$ cat src/rtl/title_pkg.sv
// Shared definitions for the PACMAN title banner renderer: glyph codes,
// font geometry, the banner string and the row-fetch FSM state type.
// The optional TITLE_DOUBLE_EN macro (vertical 2x scaling) is consumed by
// title_row_fetch.
package title_pkg;

    localparam int NUM_CHARS    = 6;
    localparam int GLYPH_W      = 24;
    localparam int GLYPH_H      = 36;
    localparam int GLYPH_STRIDE = 64;

    // Glyph index in the big-font ROM (GLYPH_STRIDE words per glyph)
    typedef enum logic [2:0] {
        G_P = 3'd0,
        G_A = 3'd1,
        G_C = 3'd2,
        G_M = 3'd3,
        G_N = 3'd4
    } glyph_code_e;

    // Banner text, leftmost character first
    localparam glyph_code_e TITLE_STR [NUM_CHARS] = '{G_P, G_A, G_C, G_M, G_A, G_N};

    // Row-fetch sequencer states
    typedef enum logic [1:0] {
        S_IDLE  = 2'd0,
        S_FETCH = 2'd1,
        S_LAST  = 2'd2,
        S_DONE  = 2'd3
    } fetch_state_e;

endpackage

$ cat src/rtl/title_row_fetch.sv
// Row fetch for the title banner: during hblank, reads one ROM row per
// character for the upcoming scanline into a row buffer.
// Macro TITLE_DOUBLE_EN: band is 2*GLYPH_H lines tall and each glyph row is
// shown on two consecutive scanlines. Undefined: band is GLYPH_H lines.
// Handshake: a one-cycle i_line_start pulse starts (or restarts) a fetch;
// o_row_valid rises NUM_CHARS+2 cycles later and is only asserted while
// i_draw_y equals the line that was fetched.
module title_row_fetch
    import title_pkg::*;
#(
    parameter int TEXT_Y       = 100,
    parameter int NUM_CHARS    = 6,
    parameter int GLYPH_W      = 24,
    parameter int GLYPH_H      = 36,
    parameter int GLYPH_STRIDE = 64
) (
    input  logic                              i_clk,
    input  logic                              i_rst_n,
    input  logic                              i_line_start,
    input  logic [9:0]                        i_next_line,
    input  logic [9:0]                        i_draw_y,
    input  logic [GLYPH_W-1:0]                i_rom_data,
    output logic [8:0]                        o_rom_addr,
    output logic [NUM_CHARS-1:0][GLYPH_W-1:0] o_row,
    output logic                              o_row_valid,
    output fetch_state_e                      o_state
);

    localparam int K_W = (NUM_CHARS > 1) ? $clog2(NUM_CHARS) : 1;
    localparam logic [K_W-1:0] LAST_K = K_W'(NUM_CHARS - 1);
`ifdef TITLE_DOUBLE_EN
    localparam int BAND_H = 2 * GLYPH_H;
`else
    localparam int BAND_H = GLYPH_H;
`endif

    fetch_state_e                      r_state;
    fetch_state_e                      w_next_state;
    logic [K_W-1:0]                    r_k;
    logic [5:0]                        r_grow;
    logic [9:0]                        r_line;
    logic                              r_row_valid;
    logic [8:0]                        r_rom_addr;
    logic [NUM_CHARS-1:0][GLYPH_W-1:0] r_buf;
    logic [9:0]                        w_diff;
    logic                              w_in_band;
    logic [5:0]                        w_grow;

    // ROM word for character k at glyph row g; max 4*64+63 fits in 9 bits
    function automatic logic [8:0] f_addr(input logic [K_W-1:0] k, input logic [5:0] g);
        return 9'(TITLE_STR[k]) * 9'(GLYPH_STRIDE) + {3'b000, g};
    endfunction

    // Band test and glyph row for the line being announced
    always_comb begin
        w_diff    = i_next_line - 10'(TEXT_Y);
        w_in_band = (i_next_line >= 10'(TEXT_Y)) && (w_diff < 10'(BAND_H));
`ifdef TITLE_DOUBLE_EN
        w_grow    = 6'(w_diff >> 1);
`else
        w_grow    = 6'(w_diff);
`endif
    end

    // FSM state register
    always_ff @(posedge i_clk or negedge i_rst_n) begin
        if (!i_rst_n) r_state <= S_IDLE;
        else          r_state <= w_next_state;
    end

    // FSM next state: a line_start in any state restarts the sequence
    always_comb begin
        w_next_state = r_state;
        if (i_line_start) begin
            w_next_state = w_in_band ? S_FETCH : S_IDLE;
        end else begin
            case (r_state)
                S_IDLE:  w_next_state = S_IDLE;
                S_FETCH: if (r_k == LAST_K) w_next_state = S_LAST;
                S_LAST:  w_next_state = S_DONE;
                S_DONE:  w_next_state = S_IDLE;
                default: w_next_state = S_IDLE;
            endcase
        end
    end

    // Address generation and row capture; rom_addr holds address k while
    // data for k-1 arrives, so capture trails the address by one cycle
    always_ff @(posedge i_clk or negedge i_rst_n) begin
        if (!i_rst_n) begin
            r_k         <= '0;
            r_grow      <= '0;
            r_line      <= '0;
            r_row_valid <= 1'b0;
            r_rom_addr  <= '0;
            r_buf       <= '0;
        end else if (i_line_start) begin
            r_line      <= i_next_line;
            r_row_valid <= 1'b0;
            if (w_in_band) begin
                r_grow     <= w_grow;
                r_k        <= '0;
                r_rom_addr <= f_addr('0, w_grow);
            end else begin
                r_buf      <= '0;
            end
        end else begin
            case (r_state)
                S_FETCH: begin
                    if (r_k != '0) r_buf[r_k - K_W'(1)] <= i_rom_data;
                    if (r_k != LAST_K) begin
                        r_k        <= r_k + K_W'(1);
                        r_rom_addr <= f_addr(r_k + K_W'(1), r_grow);
                    end
                end
                S_LAST:  r_buf[LAST_K] <= i_rom_data;
                S_DONE:  r_row_valid   <= 1'b1;
                default: ;
            endcase
        end
    end

    assign o_rom_addr  = r_rom_addr;
    assign o_row       = r_buf;
    assign o_row_valid = r_row_valid && (i_draw_y == r_line);
    assign o_state     = r_state;

endmodule

$ cat src/rtl/title_text_renderer.sv
// PACMAN title banner renderer: fetches glyph rows during hblank via
// title_row_fetch and shifts them out as a registered 1-bit text_on mask.
// Macro TITLE_DOUBLE_EN enables vertical 2x scaling (see title_row_fetch).
module title_text_renderer
    import title_pkg::*;
#(
    parameter int TEXT_X       = 240,
    parameter int TEXT_Y       = 100,
    parameter int NUM_CHARS    = 6,
    parameter int GLYPH_W      = 24,
    parameter int GLYPH_H      = 36,
    parameter int GLYPH_STRIDE = 64
) (
    input  logic               Clk,
    input  logic               Reset_n,
    input  logic               line_start,
    input  logic [9:0]         next_line,
    input  logic [9:0]         DrawX,
    input  logic [9:0]         DrawY,
    output logic [8:0]         rom_addr,
    input  logic [GLYPH_W-1:0] rom_data,
    output logic               text_on,
    output logic               busy
);

    localparam int C_W   = (NUM_CHARS > 1) ? $clog2(NUM_CHARS) : 1;
    localparam int COL_W = $clog2(GLYPH_W);

    logic [NUM_CHARS-1:0][GLYPH_W-1:0] w_row;
    logic                              w_row_valid;
    fetch_state_e                      w_state;
    logic [C_W-1:0]                    r_char, w_cur_char, w_nxt_char;
    logic [COL_W-1:0]                  r_col, w_cur_col, w_nxt_col;
    logic                              r_in_span, w_cur_span, w_nxt_span;
    logic                              w_pix;
    logic                              r_text_on;

    title_row_fetch #(
        .TEXT_Y       (TEXT_Y),
        .NUM_CHARS    (NUM_CHARS),
        .GLYPH_W      (GLYPH_W),
        .GLYPH_H      (GLYPH_H),
        .GLYPH_STRIDE (GLYPH_STRIDE)
    ) u_fetch (
        .i_clk        (Clk),
        .i_rst_n      (Reset_n),
        .i_line_start (line_start),
        .i_next_line  (next_line),
        .i_draw_y     (DrawY),
        .i_rom_data   (rom_data),
        .o_rom_addr   (rom_addr),
        .o_row        (w_row),
        .o_row_valid  (w_row_valid),
        .o_state      (w_state)
    );

    // Position of the current DrawX inside the banner; TEXT_X forces the
    // start so the first pixel is registered on the same edge
    always_comb begin
        w_cur_char = r_char;
        w_cur_col  = r_col;
        w_cur_span = r_in_span;
        if (DrawX == 10'(TEXT_X)) begin
            w_cur_char = '0;
            w_cur_col  = '0;
            w_cur_span = 1'b1;
        end
        w_nxt_char = w_cur_char;
        w_nxt_col  = w_cur_col;
        w_nxt_span = w_cur_span;
        if (w_cur_span) begin
            if (w_cur_col == COL_W'(GLYPH_W - 1)) begin
                w_nxt_col = '0;
                if (w_cur_char == C_W'(NUM_CHARS - 1)) w_nxt_span = 1'b0;
                else                                   w_nxt_char = w_cur_char + C_W'(1);
            end else begin
                w_nxt_col = w_cur_col + COL_W'(1);
            end
        end
        // Bit GLYPH_W-1 is the leftmost pixel of a glyph row
        w_pix = w_cur_span & w_row[w_cur_char][COL_W'(GLYPH_W - 1) - w_cur_col];
    end

    // Display counters and the one-cycle-lagged pixel register
    always_ff @(posedge Clk or negedge Reset_n) begin
        if (!Reset_n) begin
            r_char    <= '0;
            r_col     <= '0;
            r_in_span <= 1'b0;
            r_text_on <= 1'b0;
        end else begin
            r_char    <= w_nxt_char;
            r_col     <= w_nxt_col;
            r_in_span <= w_nxt_span;
            r_text_on <= w_row_valid & w_pix;
        end
    end

    assign text_on = r_text_on;
    assign busy    = (w_state == S_FETCH) || (w_state == S_LAST);

endmodule
$ cat config.mk
export PLATFORM = sky130hd
export DESIGN_NAME = title_text_renderer
export DESIGN_NICKNAME = d
export VERILOG_FILES = /design/src/rtl/title_pkg.sv /design/src/rtl/title_row_fetch.sv /design/src/rtl/title_text_renderer.sv
export SDC_FILE = /design/constraint.sdc
export NUM_CORES = 1
export LEC_CHECK = 0
export BUFFER_PORTS_ARGS = -buffer_cell sky130_fd_sc_hd__clkbuf_2
export CORE_MARGIN = 2
export CORE_UTILIZATION = 50
export CTS_CLUSTER_SIZE = 40
export DETAILED_ROUTE_END_ITERATION = 16
export GPL_TIMING_DRIVEN = 0
export PLACE_DENSITY = 0.66
export REMOVE_ABC_BUFFERS = 1
export SETUP_SLACK_MARGIN = 0.05
export SLEW_MARGIN = 10
export SYNTH_ARGS = -nofsm -noshare
export SYNTH_HDL_FRONTEND = slang
export SYNTH_HIERARCHICAL = 1
export SYNTH_SLANG_ARGS = --single-unit
$ cat constraint.sdc
create_clock -name Clk -period 5.2 [get_ports Clk]
set_input_delay 0.78 -clock Clk [delete_from_list [all_inputs] [get_ports Clk]]
set_output_delay 0.78 -clock Clk [all_outputs]
set_load 0.01 [all_outputs]
# Yosys cells after proc, flatten, opt, wreduce, memory -nomap -nowiden
# Memories as Yosys holds them, arrays and structs flattened.
# Index checks and enable logic that the tools add are counted.
word_totals:
  regBits: 185
  latch_bits: 0
  mem_bits_rw: 0
  romBits: 24
  inputBits: 57
  output_inout_bits: 11
  elab_cells: 102
  n_memories: 1
mem_list:
  columns: ["name", "depth", "width", "rd", "rd_ports_with_merged_regs", "wr", "line", "source"]
  rows:
  - ["(name not given)", 8, 3, 1, 0, 0, "title_row_fetch.sv:51", "return 9'(TITLE_STR[k]) * 9'(GLYPH_STRIDE) + {3'b000, g};"]
op_classes:
  add_sub_neg: 7
  multipliers: 0
  n_div: 0
  order_cmp: 7
  n_eq_ne: 13
  n_shift: 0
  muxes: 39
  bitwise: 3
  n_reduce_logical: 16
ops:
  columns: ["cell", "n"]
  rows:
  - ["144-bit 2-to-1 mux", 3]
  - ["144-bit bitwise mux", 1]
  - ["120-bit 2-to-1 mux", 1]
  - ["24-bit binary-select mux with 3-bit select", 1]
  - ["24-bit demux with 3-bit select", 1]
  - ["24-bit 2-to-1 mux", 2]
  - ["24-bit case mux with 2 select lines", 1]
  - ["9-bit 2-to-1 mux", 4]
  - ["3-bit 2-to-1 mux", 10]
  - ["5-bit 2-to-1 mux", 3]
  - ["10-bit == test", 1]
  - ["10-bit by 8-bit == test with 1-bit output (second input constant)", 1]
  - ["10-bit by 7-bit greater-or-equal comparator with 1-bit output (second input constant)", 1]
  - ["10-bit by 6-bit less-than comparator with 1-bit output (second input constant)", 1]
  - ["10-bit by 7-bit subtractor with 10-bit output (second input constant)", 1]
  - ["9-bit by 6-bit adder with 9-bit output", 1]
  - ["3-bit AND reduction", 3]
  - ["3-bit by 4-bit less-than comparator with 1-bit output (second input constant)", 2]
  - ["1-bit 2-to-1 mux", 8]
  - ["2-bit nonzero test", 4]
  - ["3-bit by 1-bit adder with 3-bit output (second input constant)", 2]
  - ["3-bit == test (second input constant)", 2]
  - ["5-bit by 6-bit less-than comparator with 1-bit output (second input constant)", 1]
  - ["3-bit by 2-bit inequality test with 1-bit output (second input constant)", 2]
  - ["22 further kinds", 28]

# Longest topological paths before layout
# Gate-level depths: netlist of run 1.
depth:
  ltp_word: 9
  ltp_mapped: 10
  ltp_nobuf: 9

# By module
# Netlist of run 1, hierarchy kept.
by_module_without_submodules:
  columns: ["module", "instances", "cells_each", "area_per_inst_um2", "seq_area_each_um2"]
  rows:
  - ["title_row_fetch", 1, 676, 8954.8, 4379.2]
  - ["title_text_renderer", 1, 238, 2143.3, 250.2]

# Least setup slack after synthesis of run 1
# OpenSTA, ideal clock, no wires.
synth_path:
  path_type: "in2reg"
  startpoint: "input DrawX[0]"
  endpoint: "register r_char[1]"
  setup_ps: 125
  arrival_time_ps: 2722
  t_required_ps: 5075
  slack_ps: 2353
  stages: 9
  path_buffers: 2
  cell_sequence: "and4bb_2 > nand3_1 > buf_2 > clkbuf_1 > and2_1 > ha_1 > and4_1 > nand3_1 > mux2_2"
synth_between:
  elab_chain_cells: 6
  elab_cells_between_ends: 10
  classes_between: "add/sub: 1; eq/ne: 3; mux: 6"
synth_rtl:
  columns: ["item", "line", "source"]
  rows:
  - ["from (decl)", "title_text_renderer.sv:18", "input logic [9:0] DrawX,"]
  - ["10-bit by 8-bit == test with 1-bit output (*)", "title_text_renderer.sv:63", "if (DrawX == 10'(TEXT_X)) begin"]
  - ["3-bit 2-to-1 mux", "title_text_renderer.sv:63", null]
  - ["3-bit by 1-bit adder with 3-bit output / 3-bit == test (equally long branches)", "title_text_renderer.sv:75, title_text_renderer.sv:74", null]
  - ["3-bit 2-to-1 mux", "title_text_renderer.sv:74", "if (w_cur_char == C_W'(NUM_CHARS - 1)) w_nxt_span = 1'b0;"]
  - ["3-bit 2-to-1 mux", "title_text_renderer.sv:72", "if (w_cur_col == COL_W'(GLYPH_W - 1)) begin"]
  - ["3-bit 2-to-1 mux (*)", "title_text_renderer.sv:71", "if (w_cur_span) begin"]
  - ["net w_nxt_char[1]", "title_text_renderer.sv:32", "logic [C_W-1:0] r_char, w_cur_char, w_nxt_char;"]
  - ["to (signal assigned)", "title_text_renderer.sv:92", "r_char <= w_nxt_char;"]
  - ["to (decl)", "title_text_renderer.sv:32", null]
# Mark *: on every way through the listed nets, which the timed path passes. The rest lies on a longest branch.
# A chain may end at the register's enable or synchronous reset.

# Worst setup path after layout of run 1
layout_path:
  startpoint: "register r_col[1]"
  endpoint: "register r_char[1]"
layout_between:
  elab_chain_cells: 4
layout_rtl:
  columns: ["item", "line", "source"]
  rows:
  - ["from (decl)", "title_text_renderer.sv:33", "logic [COL_W-1:0] r_col, w_cur_col, w_nxt_col;"]
  - ["from (signal assigned)", "title_text_renderer.sv:93", "r_col <= w_nxt_col;"]
  - ["5-bit 2-to-1 mux", "title_text_renderer.sv:63", null]
  - ["5-bit == test", "title_text_renderer.sv:72", null]
  - ["3-bit 2-to-1 mux", "title_text_renderer.sv:72", null]
  - ["3-bit 2-to-1 mux", "title_text_renderer.sv:71", null]
  - ["net w_nxt_char[1]", "title_text_renderer.sv:32", null]
# The timed path passes the listed nets, and every way through them passes these cells.

==> metrics.txt, run 1 <==
Yosys warnings=6; most frequent cells in the layout=dfrtp_1, mux2i_1, o2bb2ai_2; clock share of power=35.8%; routed vias=7507; Logic pwr share=a little under a quarter; Peak supply drop=0.211 mV; top post-synthesis cells by area=dfrtp_1, mux2i_1, o2bb2ai_2; Critical R2R Capture=r_char[1]; clock sinks=185; Seq cells post-synth=185; GRT Total Usage=~22%; Buf/Inv on CP=1; Max transition margin=22.0%; Pwr Total=4230 uW; fill count=1816; shortest period the worst path allows=3.55 ns; Mapped Cells=914; Clock Pin Slew Worst Setup and Hold Paths=0.07 ns; RR Startpoint=r_col[1]; Hold WC Path Type=in -> async; max frequency=282 MHz; Clock Latency Late Sink=0.44 ns; Initial Util=50.9%; power per standard cell area=343 nW/um^2; RSZ-0062 raised after global routing=no; Worst Path Max Fanout=21; row count=54; WL/cell=just over 20 um; io pins=a little under 70; pre-CTS setup slack=1.43 ns; Yosys top cell by area=dfrtp_1; status=finished, final reports clean; Int Pwr=about 3000 uW; area of the multi-input gates=5780 um^2; CTS Buf Count=17; total gr overflow=0; crit path to=r_char[1]; Nets=1017; Syn-to-layout area delta=11.0%; Vert. Die Dim=around 150 um; CP Data Required Time=5.51 ns; Reg2Reg Setup Slack=1.65 ns; CTS tree=done; crit-path max cell delay=1.04 ns; initial antenna violation count=0; vias per inst=slightly above 6; sequential area share after synthesis=between 40% and 50%; commonest non-fill, non-tap cell in the layout=dfrtp_1; setup_tns=0 ns; post-CTS sizing=0; Post-synth EDFFs=0; Synth async-reset ratio=100%; crit path capture type=register; Synth Area per Inst=12.1 um^2; largest net degree at the start of global routing=91; hold buffers post-CTS=0; Fin. Hold Viols=0; Register Area=approximately 4600 um^2; Detail Route Antenna Nets=0; area of the core=around 22000 um^2; Die Width=153 um; Final setup viols=0; DIE AREA=23400 um^2; CP Data Arrival Time=a little under 4 ns; path depth of the worst reg2reg path=6; CTS root buf=clkbuf_16; CTS Buffer Depth=2; initial detailed-routing violation count=576; Buffers on Ports=67; most common flop cell mapped by yosys=dfrtp_1; Final WS setup=1.65 ns; RePlAce Congestion=0.829; fin util=56.4%; Final Cycle Share=~68%; Crit-path slowest cell=dfrtp_1; first-pass GRT wire length=42000 um; post-synth cell types=73; worst-margin pin slew=1.16 ns; # DRC=0; Ant. Diodes=0; skew final=0.0112 ns; CP Cell Sequence=clkinv_1, a31oi_2, ha_1, and4_1, nand3_1, mux2_2; Leakage Power=~0.005 uW; # Post-CTS Setup Buffers=0; Sw Ratio=a little under a third; DRT Pass-1 Iters=5; H-tree Lvls=4; critical path depth=6; CP startpoint=r_col[1]; max-cap violations=0; Crit Path Class=reg -> reg; layout cells sized above 1=around 29%; Psw=~1300 uW; hpwl dp=~16000 um; vias in the first global route=7595; Critical Path Start Type=register; top-area cell type share of the netlist area=41.7%; part of the power in registers=about two fifths; cell area after synthesis=11100 um^2; delay-heaviest family, CP=flip-flops; Post-Route WL=25500 um; Pins Over Slew Limit=0
-- stage by stage --
| step | hold WS, ns | std cells | cell area, um^2 |
|---|---|---|---|
| after global placement | 0.464 | 1188 | 11200 |
| after global routing | 0.238 | 1240 | 12300 |
| after detailed placement | 0.469 | 1208 | 11600 |
| after CTS | 0.230 | 1240 | 12300 |
| after floorplan | 0.460 | 841 | 10500 |
| final | 0.232 | 1240 | 12300 |
-- logic make-up after synthesis --
| group | share of synthesized area, % |
|---|---|
| multiplexers | 19.3 |
| adder cells (fa/ha/maj) | 1.47 |
| AO/OA/AOI/OAI | 22.4 |
| buffers and inverters | 6.73 |
| AND/OR/NAND/NOR | 6.88 |
| XOR/XNOR | 1.50 |
| flip-flops | 41.7 |
-- worst reg2reg max path: cells and delay by family (launching register included) --
kind                       cells  cell delay, ns
buffers and inverters          1            0.67
and+or+nand+nor                2            0.45
adders and majority gates      1            0.32
AOI/OAI and AO/OA              1            0.65
DFF                            1            1.04
muxes                          1            0.32
-- worst min path at each step --
stage / startpoint / to / slack (ns) / cells past startpoint
6_report: Reset_n / u_fetch/o_row[26] / 0.23 / 1
5_1_grt: Reset_n / u_fetch/o_row[26] / 0.24 / 1
4_1_cts: Reset_n / u_fetch/o_row[26] / 0.23 / 1
3_5_place_dp: u_fetch/o_rom_addr[6] / u_fetch/o_rom_addr[6] / 0.47 / 1
3_3_place_gp: u_fetch/o_rom_addr[6] / u_fetch/o_rom_addr[6] / 0.46 / 1
2_1_floorplan: u_fetch/r_row_valid / u_fetch/r_row_valid / 0.46 / 2
-- sequential cells by signal (all words and copies together), names as in the netlist --
register and flops:
u_fetch/r_k 3, r_char 3, u_fetch/o_rom_addr 9, r_col 5, text_on 1, r_in_span 1
u_fetch/o_row 144, u_fetch/r_row_valid 1, u_fetch/r_line 10, u_fetch/r_grow 6, u_fetch/o_state 2
-- cells in the mapped netlist (all sizes together), types with 3 or more instances --
| cell type | count |
|---|---|
| a2bb2oi | 3 |
| or4 | 4 |
| nand2 | 57 |
| o22ai | 9 |
| a221oi | 4 |
| mux2i | 142 |
| inv | 45 |
| clkbuf | 24 |
| nor2b | 3 |
| buf | 47 |
| nor3b | 5 |
| a21oi | 24 |
| dfrtp | 185 |
| nor3 | 8 |
| mux4 | 21 |
| or2 | 5 |
| o32ai | 4 |
| ha | 13 |
| nand3 | 9 |
| xnor2 | 17 |
| a31oi | 8 |
| or3 | 3 |
| nor2 | 17 |
| a211oi | 10 |
| o211ai | 3 |
| mux2 | 22 |
| and3 | 5 |
| nand4 | 4 |
| a21o | 3 |
| nand2b | 4 |
| o2bb2ai | 121 |
| o21ai | 43 |
| a22oi | 3 |
| and2 | 3 |
-- power by group through the flow --
stage	Combinational [uW]	Clock (uW)	Sequential, uW
after detailed placement	962	0	1780
after global placement	867	0	1810
after CTS	966	1540	1760
after floorplan	583	0	1760
final	958	1510	1760
after global routing	1050	1600	1780
-- final cells by class --
| type | count | share of cell area (%) |
|---|---|---|
| Sequential cell | 185 | 37.6 |
| Inverter | 47 | 1.43 |
| Tap cell | 280 | 2.84 |
| Multi-Input combinational cell | 609 | 46.9 |
| Timing Repair Buffer | 87 | 5.67 |
| Clock buffer | 19 | 3.60 |
| Clock inverter | 13 | 1.93 |
-- metal layers --
layer / routed length, um / global-route usage, % / up-vias / share of wire, %
li1: - / - / 3504 / -
met1: 12100 / 32.6 / 3791 / 48
met2: 11900 / 34.6 / 183 / 47
met3: 1060 / 4.28 / 29 / 4.2
met4: 407 / 5.73 / 0 / 1.6
met5: 0 / 0 / - / 0
Power figures use the tool's default switching activity.
==> run 2: changes to the inputs <==
--- a/config.mk
+++ b/config.mk
@@ -5,13 +5,14 @@
 export SDC_FILE = /design/constraint.sdc
 export NUM_CORES = 1
 export LEC_CHECK = 0
+export ABC_AREA = 1
 export BUFFER_PORTS_ARGS = -buffer_cell sky130_fd_sc_hd__clkbuf_2
 export CORE_MARGIN = 2
 export CORE_UTILIZATION = 50
 export CTS_CLUSTER_SIZE = 40
 export DETAILED_ROUTE_END_ITERATION = 16
 export GPL_TIMING_DRIVEN = 0
-export PLACE_DENSITY = 0.66
+export PLACE_DENSITY = 0.68
 export REMOVE_ABC_BUFFERS = 1
 export SETUP_SLACK_MARGIN = 0.05
 export SLEW_MARGIN = 10
==> constraint.sdc (replaced) <==
create_clock -name Clk -period 2.9 [get_ports Clk]
set_input_delay 0.435 -clock Clk [delete_from_list [all_inputs] [get_ports Clk]]
set_output_delay 0.435 -clock Clk [all_outputs]
set_load 0.01 [all_outputs]
==> run 2 against run 1 <==
Compared with the run above: global-route usage increased by 5.7 points; fmax increased by 33%; sequential share of layout area increased by 2.3 points; final cell count increased by 38%; largest cell class unchanged.
==> metrics.txt, run 2 <==
CP Data Required Time=3.26 ns (-2.25 ns); CTS Buffer Depth=2 (unchanged); CTS root buf=clkbuf_16; GRT Total Usage=28.0% (+5.7 points); H-tree Lvls=4 (unchanged); Peak supply drop=0.517 mV (+140%); Vert. Die Dim=148 um (-3.0%); layout cells sized above 1=11.4% (-18 points); Crit Path Class=reg -> reg; vias in the first global route=8973 (+18%); Critical Path Start Type=register; RR Startpoint=r_char[0]; top post-synthesis cells by area=dfrtp_1, nand2_1, nand3_1; Seq cells post-synth=185 (unchanged); vias per inst=5.67 (-6.4%); Pins Over Slew Limit=0 (unchanged); part of the power in registers=36.8% (-4.8 points); Ant. Diodes=0 (unchanged); Leakage Power=0.00606 uW (+18%); WL/cell=17.7 um (-14%); shortest period the worst path allows=2.67 ns (-0.885 ns); cell area after synthesis=10400 um^2 (-6.1%); Yosys warnings=6 (unchanged); Hold WC Path Type=in -> reg; Detail Route Antenna Nets=0 (unchanged); DIE AREA=22000 um^2 (-5.9%); Clock Latency Late Sink=0.44 ns (about the same); clock sinks=185 (unchanged); Syn-to-layout area delta=11.3%; Buffers on Ports=67 (unchanged); Logic pwr share=40.8% (+18 points); most common flop cell mapped by yosys=dfrtp_1; power per standard cell area=908 nW/um^2 (+160%); Post-Route WL=30300 um (+19%); Final setup viols=0 (unchanged); total gr overflow=0 (unchanged); Fin. Hold Viols=0 (unchanged); path depth of the worst reg2reg path=13 (+7); row count=52 (-3.7%); largest net degree at the start of global routing=87 (-4.4%); Initial Util=51.2% (+0.34 points); CTS tree=done; Post-DP Area=10900 um^2 (-6.7%); initial antenna violation count=0 (unchanged); Sw Ratio=42.8% (+12 points); WHS Path Cells=3; crit path capture type=register; max-cap violations=0 (unchanged); status=finished, final reports clean; most frequent cells after synthesis=nand2_1, dfrtp_1, nand3_1; min-delay src=next_line[9]; Layout Cell Area excl Fill=11600 um^2 (-5.8%); max frequency=375 MHz (+33%); Final Cycle Share=92.0% (+24 points); placed insts=1666 (+38%); sequential area share after synthesis=44.4% (+2.7 points); fin util=57.0% (+0.53 points); post-synth cell types=36 (-51%); first-pass GRT wire length=48500 um (+15%); Die Width=148 um (-3.0%); area of the core=20400 um^2 (-6.7%); Critical R2R Capture=text_on; skew final=0.0107 ns (-0.000498 ns); Psw=4510 uW (+240%); Mapped Cells=1415 (+55%); Int Pwr=6030 uW (+110%); hold worst-path end=u_fetch/r_line[9]; Max transition margin=40.5% (+18 points); Synth async-reset ratio=100% (unchanged); RSZ-0062 raised after global routing=no; routed vias=9663 (+29%); CP Data Arrival Time=3.02 ns (-0.84 ns); commonest non-fill, non-tap cell in the layout=nand2_1; most frequent cells in the layout=nand2_1, dfrtp_1, nand3_1; initial detailed-routing violation count=1102 (+91%); io pins=68 (unchanged); Worst Path Max Fanout=29 (+38%); # DRC=0 (unchanged); Synth Area per Inst=7.37 um^2 (-39%); clock share of power=22.4% (-13 points); CTS Buf Count=17 (unchanged); Nets=1492 (+47%); worst-margin pin slew=0.892 ns (-0.268 ns); max reg flops=144 (unchanged); Clock Pin Slew Worst Setup and Hold Paths=0.07 ns (about the same); hpwl dp=17600 um (+6.4%); Final Non-Filler Cells=1705 (+38%); Pwr Total=10500 uW (+150%); top-count cell post-synth=nand2_1; Yosys top cell by area=dfrtp_1; Reg2Reg Setup Slack=0.23 ns (-1.42 ns); DRT Pass-1 Iters=6 (+1); Post-synth EDFFs=0 (unchanged); top-area cell type share of the netlist area=44.4% (+2.7 points); RePlAce Congestion=0.829 (about the same)
-- run 2: cell type report --
| class | instances | area [um^2] |
|---|---|---|
| clock buffers | 18 | 439 |
| clock inverters | 14 | 146 |
| fillers | 1924 | 8760 |
| inverters | 128 | 503 |
| multi-input cells | 1008 | 4880 |
| flip-flops and latches | 185 | 4630 |
| well taps | 270 | 338 |
| repair buffers | 81 | 653 |
| repair inverters | 1 | 5.00 |
-- run 2: per-layer routing --
layer	GRT usage (%)	vias to the layer above	routed length [um]	part of all wire (%)
met5	0	-	0	0
met3	4.69	43	2640	8.7
met4	7.57	0	553	1.8
met1	39.7	4570	12900	43
met2	45.0	415	14200	47
li1	-	4635	-	-
-- run 2: repair_timing --
item	4_1_cts	5_1_grt
gates resized for setup	12	9
hold buffers	1	0
gates cloned	2	2
setup buffers	2	0
pin swaps	1	1
endpoints found under the setup margin	161	94
endpoints found under the hold margin	28	0
-- run 2: how the worst max path moves through the flow --
| stage | startpoint | endpoint | slack [ns] | cells past startpoint |
|---|---|---|---|---|
| final | r_char[0] | text_on | 0.23 | 13 |
| after global routing | r_char[0] | text_on | 0.08 | 13 |
| after CTS | u_fetch/r_k[0] | u_fetch/o_row[89] | 0.04 | 8 |
| after detailed placement | line_start | u_fetch/o_row[118] | -1.38 | 9 |
| after global placement | line_start | u_fetch/o_row[7] | -7.01 | 7 |
| after floorplan | next_line[2] | u_fetch/o_row[120] | -2.85 | 11 |
-- run 2: power groups by stage --
stage | clock network [uW] | registers (uW) | logic [uW]
detailed placement | 0 | 3880 | 4080
global placement | 0 | 3870 | 3790
floorplan | 0 | 3790 | 2600
global route | 2500 | 3960 | 4750
finish | 2360 | 3870 | 4300
CTS | 2390 | 3860 | 4190
-- run 2: critical path, stage by stage, from the launching register on --
cell and delay [ns]:
dfrtp_4 0.67, inv_6 0.29, o21bai_4 0.31, buf_12 0.26
nand2_1 0.07, nand3_1 0.07, nand3_1 0.11, nand3_1 0.13
nand3_1 0.17, a21oi_1 0.18, nand2_1 0.06, nand2_1 0.06
nand2_1 0.05, nor2_1 0.14
-- run 2: logic make-up (layout without fill, tap and decap cells) --
logic type / count (synthesis) / count (layout) / synth area share, %
xor gates and xnor gates: 9 / 9 / 0.756
AOI/OAI and AO/OA: 69 / 71 / 4.06
DFF: 185 / 185 / 44.4
and+or+nand+nor: 914 / 915 / 39.3
adders and majority gates: 13 / 13 / 1.56
buffers and inverters: 225 / 242 / 9.90
-- run 2: stage by stage --
stage	hold slack (ns)	setup slack [ns]	setup TNS (ns)
after global placement	0.448	-7.01	-1538.43
after CTS	0.236	0.0359	0
after floorplan	0.139	-2.85	-453.96
after detailed placement	0.353	-1.38	-186.99
after global routing	0.263	0.0776	0
final	0.244	0.233	0
